## config.mk

```make
export PLATFORM = sky130hd
export DESIGN_NAME = alu_seq_unit
export DESIGN_NICKNAME = d
export VERILOG_FILES = /design/src/rtl/alu_pkg.sv /design/src/rtl/alu_comb_core.sv /design/src/rtl/alu_seq_unit.sv
export SDC_FILE = /design/constraint.sdc
export NUM_CORES = 1
export LEC_CHECK = 0
export CELL_PAD_IN_SITES_DETAIL_PLACEMENT = 1
export CELL_PAD_IN_SITES_GLOBAL_PLACEMENT = 1
export CORE_MARGIN = 2
export CORE_UTILIZATION = 41
export CTS_CLUSTER_DIAMETER = 100
export DETAILED_ROUTE_END_ITERATION = 8
export GPL_TIMING_DRIVEN = 0
export PLACE_DENSITY = 0.75
export SLEW_MARGIN = 20
export SYNTH_ARGS = -nofsm -noshare
export SYNTH_HDL_FRONTEND = slang
export SYNTH_SLANG_ARGS = --single-unit
```

## constraint.sdc

```tcl
create_clock -name clk -period 3.45 [get_ports clk]
set_input_delay 0.69 -clock clk [delete_from_list [all_inputs] [get_ports clk]]
set_output_delay 0.69 -clock clk [all_outputs]
set_load 0.01 [all_outputs]
```

## src/rtl/alu_pkg.sv

```systemverilog
// Shared opcodes and FSM state encoding for the sequential ALU.
package alu_pkg;
  localparam logic [2:0] OP_AND = 3'b000;
  localparam logic [2:0] OP_OR  = 3'b001;
  localparam logic [2:0] OP_ADD = 3'b010;
  localparam logic [2:0] OP_SUB = 3'b011;
  localparam logic [2:0] OP_MUL = 3'b100;
  localparam logic [2:0] OP_SLT = 3'b111;

  typedef enum logic {S_IDLE, S_MUL} state_t;
endpackage

```

## src/rtl/alu_comb_core.sv

```systemverilog
// Single-cycle ALU datapath: AND/OR/ADD/SUB/SLT plus carry out of the MSB.
// Opcodes without a single-cycle meaning (MUL, reserved) yield zero.
module alu_comb_core
  import alu_pkg::*;
#(
  parameter int WIDTH = 32
) (
  input  logic [2:0]       op,
  input  logic [WIDTH-1:0] a,
  input  logic [WIDTH-1:0] b,
  input  logic             carry_in,
  output logic [WIDTH-1:0] y,
  output logic             cout
);
  logic [WIDTH:0] sum;

  // Opcode decode; SUB is a + ~b + 1 so cout=1 means no borrow.
  always_comb begin
    y    = '0;
    cout = 1'b0;
    sum  = '0;
    case (op)
      OP_AND: y = a & b;
      OP_OR:  y = a | b;
      OP_ADD: begin
        sum  = {1'b0, a} + {1'b0, b} + (WIDTH+1)'(carry_in);
        y    = sum[WIDTH-1:0];
        cout = sum[WIDTH];
      end
      OP_SUB: begin
        sum  = {1'b0, a} + {1'b0, ~b} + (WIDTH+1)'(1);
        y    = sum[WIDTH-1:0];
        cout = sum[WIDTH];
      end
      OP_SLT: y = {{(WIDTH-1){1'b0}}, ($signed(a) < $signed(b))};
      default: ;
    endcase
  end
endmodule

```

## src/rtl/alu_seq_unit.sv

```systemverilog
// Handshaked ALU: single-cycle logic/arith ops and a WIDTH-step unsigned
// shift-add multiply producing a 2*WIDTH product on {result_hi,result}.
module alu_seq_unit
  import alu_pkg::*;
#(
  parameter int WIDTH = 32
) (
  input  logic             clk,
  input  logic             reset_n,
  input  logic             start,
  input  logic [2:0]       ALU_op,
  input  logic [WIDTH-1:0] a,
  input  logic [WIDTH-1:0] b,
  input  logic             carry_in,
  output logic             busy,
  output logic             done,
  output logic [WIDTH-1:0] result,
  output logic [WIDTH-1:0] result_hi,
  output logic             carry_out,
  output logic             zero
);
  localparam int CNT_W = (WIDTH > 1) ? $clog2(WIDTH) : 1;

  state_t               state, state_nxt;
  logic [2*WIDTH-1:0]   mcand, acc, acc_step;
  logic [WIDTH-1:0]     mplier;
  logic [CNT_W-1:0]     cnt;
  logic                 alu_go, mul_go, mul_last;
  logic [WIDTH-1:0]     core_y;
  logic                 core_cout;

  alu_comb_core #(.WIDTH(WIDTH)) u_core (
    .op       (ALU_op),
    .a        (a),
    .b        (b),
    .carry_in (carry_in),
    .y        (core_y),
    .cout     (core_cout)
  );

  // One partial product per step; the last step's sum is the final product.
  assign acc_step = acc + (mplier[0] ? mcand : '0);
  assign mul_last = (state == S_MUL) && (cnt == CNT_W'(WIDTH-1));
  assign busy     = (state == S_MUL);
  assign zero     = ~|result;

  // State register.
  always_ff @(posedge clk or negedge reset_n) begin
    if (!reset_n) state <= S_IDLE;
    else          state <= state_nxt;
  end

  // Next state and accept strobes; start is only looked at in IDLE.
  always_comb begin
    state_nxt = state;
    alu_go    = 1'b0;
    mul_go    = 1'b0;
    case (state)
      S_IDLE: if (start) begin
        if (ALU_op == OP_MUL) begin
          mul_go    = 1'b1;
          state_nxt = S_MUL;
        end else begin
          alu_go = 1'b1;
        end
      end
      S_MUL: if (mul_last) state_nxt = S_IDLE;
      default: state_nxt = S_IDLE;
    endcase
  end

  // Shift-add datapath: operands latched on accept, so later input changes are harmless.
  always_ff @(posedge clk or negedge reset_n) begin
    if (!reset_n) begin
      mcand  <= '0;
      mplier <= '0;
      acc    <= '0;
      cnt    <= '0;
    end else if (mul_go) begin
      mcand  <= {{WIDTH{1'b0}}, a};
      mplier <= b;
      acc    <= '0;
      cnt    <= '0;
    end else if (busy) begin
      acc    <= acc_step;
      mcand  <= mcand << 1;
      mplier <= mplier >> 1;
      if (!mul_last) cnt <= cnt + 1'b1;
    end
  end

  // Output registers hold until the next completed op; done is a pulse.
  always_ff @(posedge clk or negedge reset_n) begin
    if (!reset_n) begin
      result    <= '0;
      result_hi <= '0;
      carry_out <= 1'b0;
      done      <= 1'b0;
    end else begin
      done <= 1'b0;
      if (alu_go) begin
        result    <= core_y;
        result_hi <= '0;
        carry_out <= core_cout;
        done      <= 1'b1;
      end else if (mul_last) begin
        {result_hi, result} <= acc_step;
        carry_out <= 1'b0;
        done      <= 1'b1;
      end
    end
  end
endmodule

```

==> results.py <==
metrics = {
    "drt": {
        "via_count": 17332,
        "detail_route.vias_per_cell": 6.18,
        "drtIter0Drc": 1527,
        "firstDrtPassIters": 7,
        "wire_per_inst_um": 26.2,
        "routed_wirelength_mm": 73.4,
        "drc": 0,
        "drtAntennaViolNets": 0,
    },
    "logic_synthesis": {
        "synth_edf_count": 0,
        "seq_area_frac_synth": 0.330,
        "syn-num-nets": 2264,
        "synth_cell_types": 86,
        "yosysWarnings": 0,
        "ys_ff_latch": 232,
        "syn_inst": 2025,
        "synthArstFlopShare": 1.00,
        "ys.flop_type": "dfrtp_1",
        "netlist_area_mm2": 0.0176,
        "synth_area_per_cell_um2": 8.68,
    },
    "sta": {
        "worst_pin_slew_ns": 1.17,
        "fmaxAchievable_mhz": 267,
        "setup_viol": 28,
        "finalHoldViolCount": 3,
        "slew_violations": 0,
        "fin_crit_ns": 3.75,
        "relSlewSlack": 0.222,
        "post-route-period-util": 1.09,
        "grt_setup_unrepaired": "true",
        "whs_ns": -0.00654,
        "fin_ws_ns": -0.298,
        "clock_skew_ns": 0.0180,
    },
    "setup_path": {
        "cp_slowest_cell": "dfrtp_4",
        "cp_top_family": "simple AND/OR/NAND/NOR gates",
        "cp_num_buf_inv": 2,
        "r2r_slack_ns": -0.30,
        "rr_endpoint": "result_hi[30]",
        "cp_data_arrival_time_ns": 4.22,
        "cp-start-kind": "register",
        "crit_chain": "buf_4 > and2_1 > ha_1 > nand4_1 > nor3_1 > and3_1 > a32o_2 > nor2_4 > o31a_1 > o41ai_2 > xor2_1 > buf_4 > a22o_1",
        "rr_worst_depth": 13,
        "cp.required_ns": 3.92,
        "r2r-start": "mplier[0]",
        "cpPeakStageDelay_ns": 0.56,
        "cpMostUsedCell": "buf_4",
        "setup.worst_path.end_class": "register",
        "path_max_fanout": 10,
        "critPathKind": "reg -> reg",
    },
    "grt": {
        "grt_pass1_vias": 17921,
        "gr-total-overflow": 0,
        "grt_pass1_wl_mm": 108,
        "grtUsageTotal": 0.318,
        "grt_max_degree": 71,
        "antenna_found_initial": 2,
    },
    "floorplan": {
        "initial_core_util": 0.417,
        "die_area_mm2": 0.0445,
        "ioPinCount": 139,
        "core_mm2": 0.0421,
        "core.rowCount": 75,
        "die_x_um": 211,
        "die_height_um": 211,
    },
    "place": {
        "place.gp.congestion": 0.937,
        "portBuffers": 135,
        "place_area_mm2": 0.0197,
        "hpwl_mm": 54.4,
    },
    "clocking": {
        "cts_buffers": 28,
        "root_buffer": "clkbuf_16",
        "cts.clk_slew.worst_paths_ns": 0.06,
        "worstSkewPairLatency_ns": 0.59,
        "cts_tree": "built",
        "cts_hold_buf": 0,
        "cts_sinks": 232,
        "cts-htree-levels": 1,
        "cts_buffer_depth": 3,
    },
    "layout": {
        "final_cell_mix": "dfrtp_1 (231), inv_1 (170), nand2_1 (147)",
        "drive_gt1_frac": 0.161,
        "fillerInstances": 4772,
        "layout.nets": 2481,
        "area_growth_pct": 28.6,
        "final_area_mm2": 0.0226,
        "final_common_cell": "dfrtp_1",
    },
    "power": {
        "ir_drop_mv": 0.579,
        "p_leak_nw": 10.8,
        "powerDensity_mw_per_mm2": 606,
    },
    "outcome": {
        "violations": "hold timing, setup timing",
        "status": "finished with violations",
    },
    "worst_hold_path": {
        "hold_class": "in -> async",
    },
    "flow_run": {
        "drv_cap": 0,
    },
}
-- Yosys cell counts (5+ instances only) --
cell type | number | area, um2
dfrtp_1 | 232 | 5810
a21oi_1 | 171 | 856
inv_1 | 171 | 642
ha_1 | 164 | 2050
nand2_1 | 150 | 563
nor2_1 | 121 | 454
o21ai_0 | 111 | 556
clkbuf_1 | 105 | 394
a22o_1 | 104 | 911
and2_1 | 73 | 457
a222oi_1 | 64 | 641
xnor2_1 | 57 | 499
a21o_1 | 52 | 390
xor2_1 | 38 | 333
nand3_1 | 35 | 175
o21bai_1 | 31 | 233
nor3_1 | 28 | 140
nand4_1 | 24 | 150
a211oi_1 | 20 | 150
a221oi_1 | 16 | 140
and3_1 | 15 | 93.8
nor4_1 | 15 | 93.8
nor2b_1 | 14 | 87.6
o21a_1 | 14 | 105
o22ai_1 | 13 | 81.3
a31oi_1 | 12 | 75.1
buf_1 | 12 | 45.0
nand2b_1 | 12 | 75.1
mux2i_1 | 11 | 110
o31ai_1 | 11 | 82.6
o211ai_1 | 9 | 67.6
a22oi_1 | 8 | 60.1
o221ai_1 | 8 | 70.1
a31o_2 | 6 | 52.6
o2bb2ai_1 | 6 | 52.6
a211o_1 | 5 | 43.8
a32oi_1 | 5 | 43.8
buf_2 | 5 | 25.0
or2_2 | 5 | 31.3
or3_1 | 5 | 31.3
-- report_power, final --
| group | leakage, nW | total (mW) | switching [mW] | internal (mW) |
|---|---|---|---|---|
| sequential | 3.11 | 4.48 | 0.856 | 3.63 |
| clock | 0.478 | 3.20 | 1.30 | 1.90 |
| combinational | 7.22 | 6.01 | 3.48 | 2.53 |
| total | 10.8 | 13.7 | 5.63 | 8.06 |
-- sequential cells by signal, summed over array words and instances, names as in the netlist --
| signal | count |
|---|---|
| mcand | 64 |
| busy | 1 |
| carry_out | 1 |
| cnt | 5 |
| done | 1 |
| result_hi | 32 |
| acc | 64 |
| result | 32 |
| mplier | 32 |
-- kinds of logic after synthesis --
kind of cell	Yosys count	share of synthesized area
compound gates	707	0.287
simple gates	510	0.141
buf+inv	300	0.0654
flops	232	0.330
fa+ha+maj	168	0.121
xor+xnor	95	0.0474
mux	13	0.00776
-- stage by stage --
step / utilization / TNS (ns) / worst slack [ns] / cells / total power [mW]
2_1_floorplan: - / -0.0123 / -0.0123 / 2025 / 7.50
3_3_place_gp: 0.466 / -2074.74 / -8.45 / 2699 / 9.57
3_5_place_dp: 0.468 / -129.26 / -1.77 / 2703 / 9.77
4_1_cts: 0.514 / -1.84 / -0.144 / 2771 / 13.3
5_1_grt: 0.536 / -6.64 / -0.374 / 2801 / 14.4
6_report: 0.536 / -2.82 / -0.298 / 2803 / 13.7
-- metal layers --
metal,share of wire,global-route usage,vias up
met5,0,0,-
met4,0.049,0.137,0
met3,0.048,0.0384,165
met2,0.48,0.535,535
met1,0.43,0.411,8827
li1,-,-,7805
-- cell type report --
class	count	area [um2]	area share
well taps	539	674	0.0299
diodes	2	5.00	0.000222
clock inverters	13	190	0.00842
inverters	174	657	0.0291
multi-input cells	1493	11900	0.529
clock buffers	37	785	0.0347
plain buffers	101	478	0.0212
repair buffers	212	2040	0.0904
flip-flops and latches	232	5810	0.257
-- repair_timing --
action	in CTS	in global routing
setup buffers	37	35
pin swaps	65	55
gates resized for setup	204	170
cloned	1	0
setup endpoints to repair	115	100
-- how the worst max path moves through the flow --
stage                          from       endpoint  depth (start not counted)
after global placement      reset_n      mplier[4]                          1
final                     mplier[0]  result_hi[30]                         13
after CTS                 mplier[0]  result_hi[28]                         16
after floorplan                a[0]     result[24]                         12
after detailed placement  mplier[0]  result_hi[29]                         14
after global routing      mplier[0]  result_hi[30]                         13
Power figures use the tool's default switching activity.
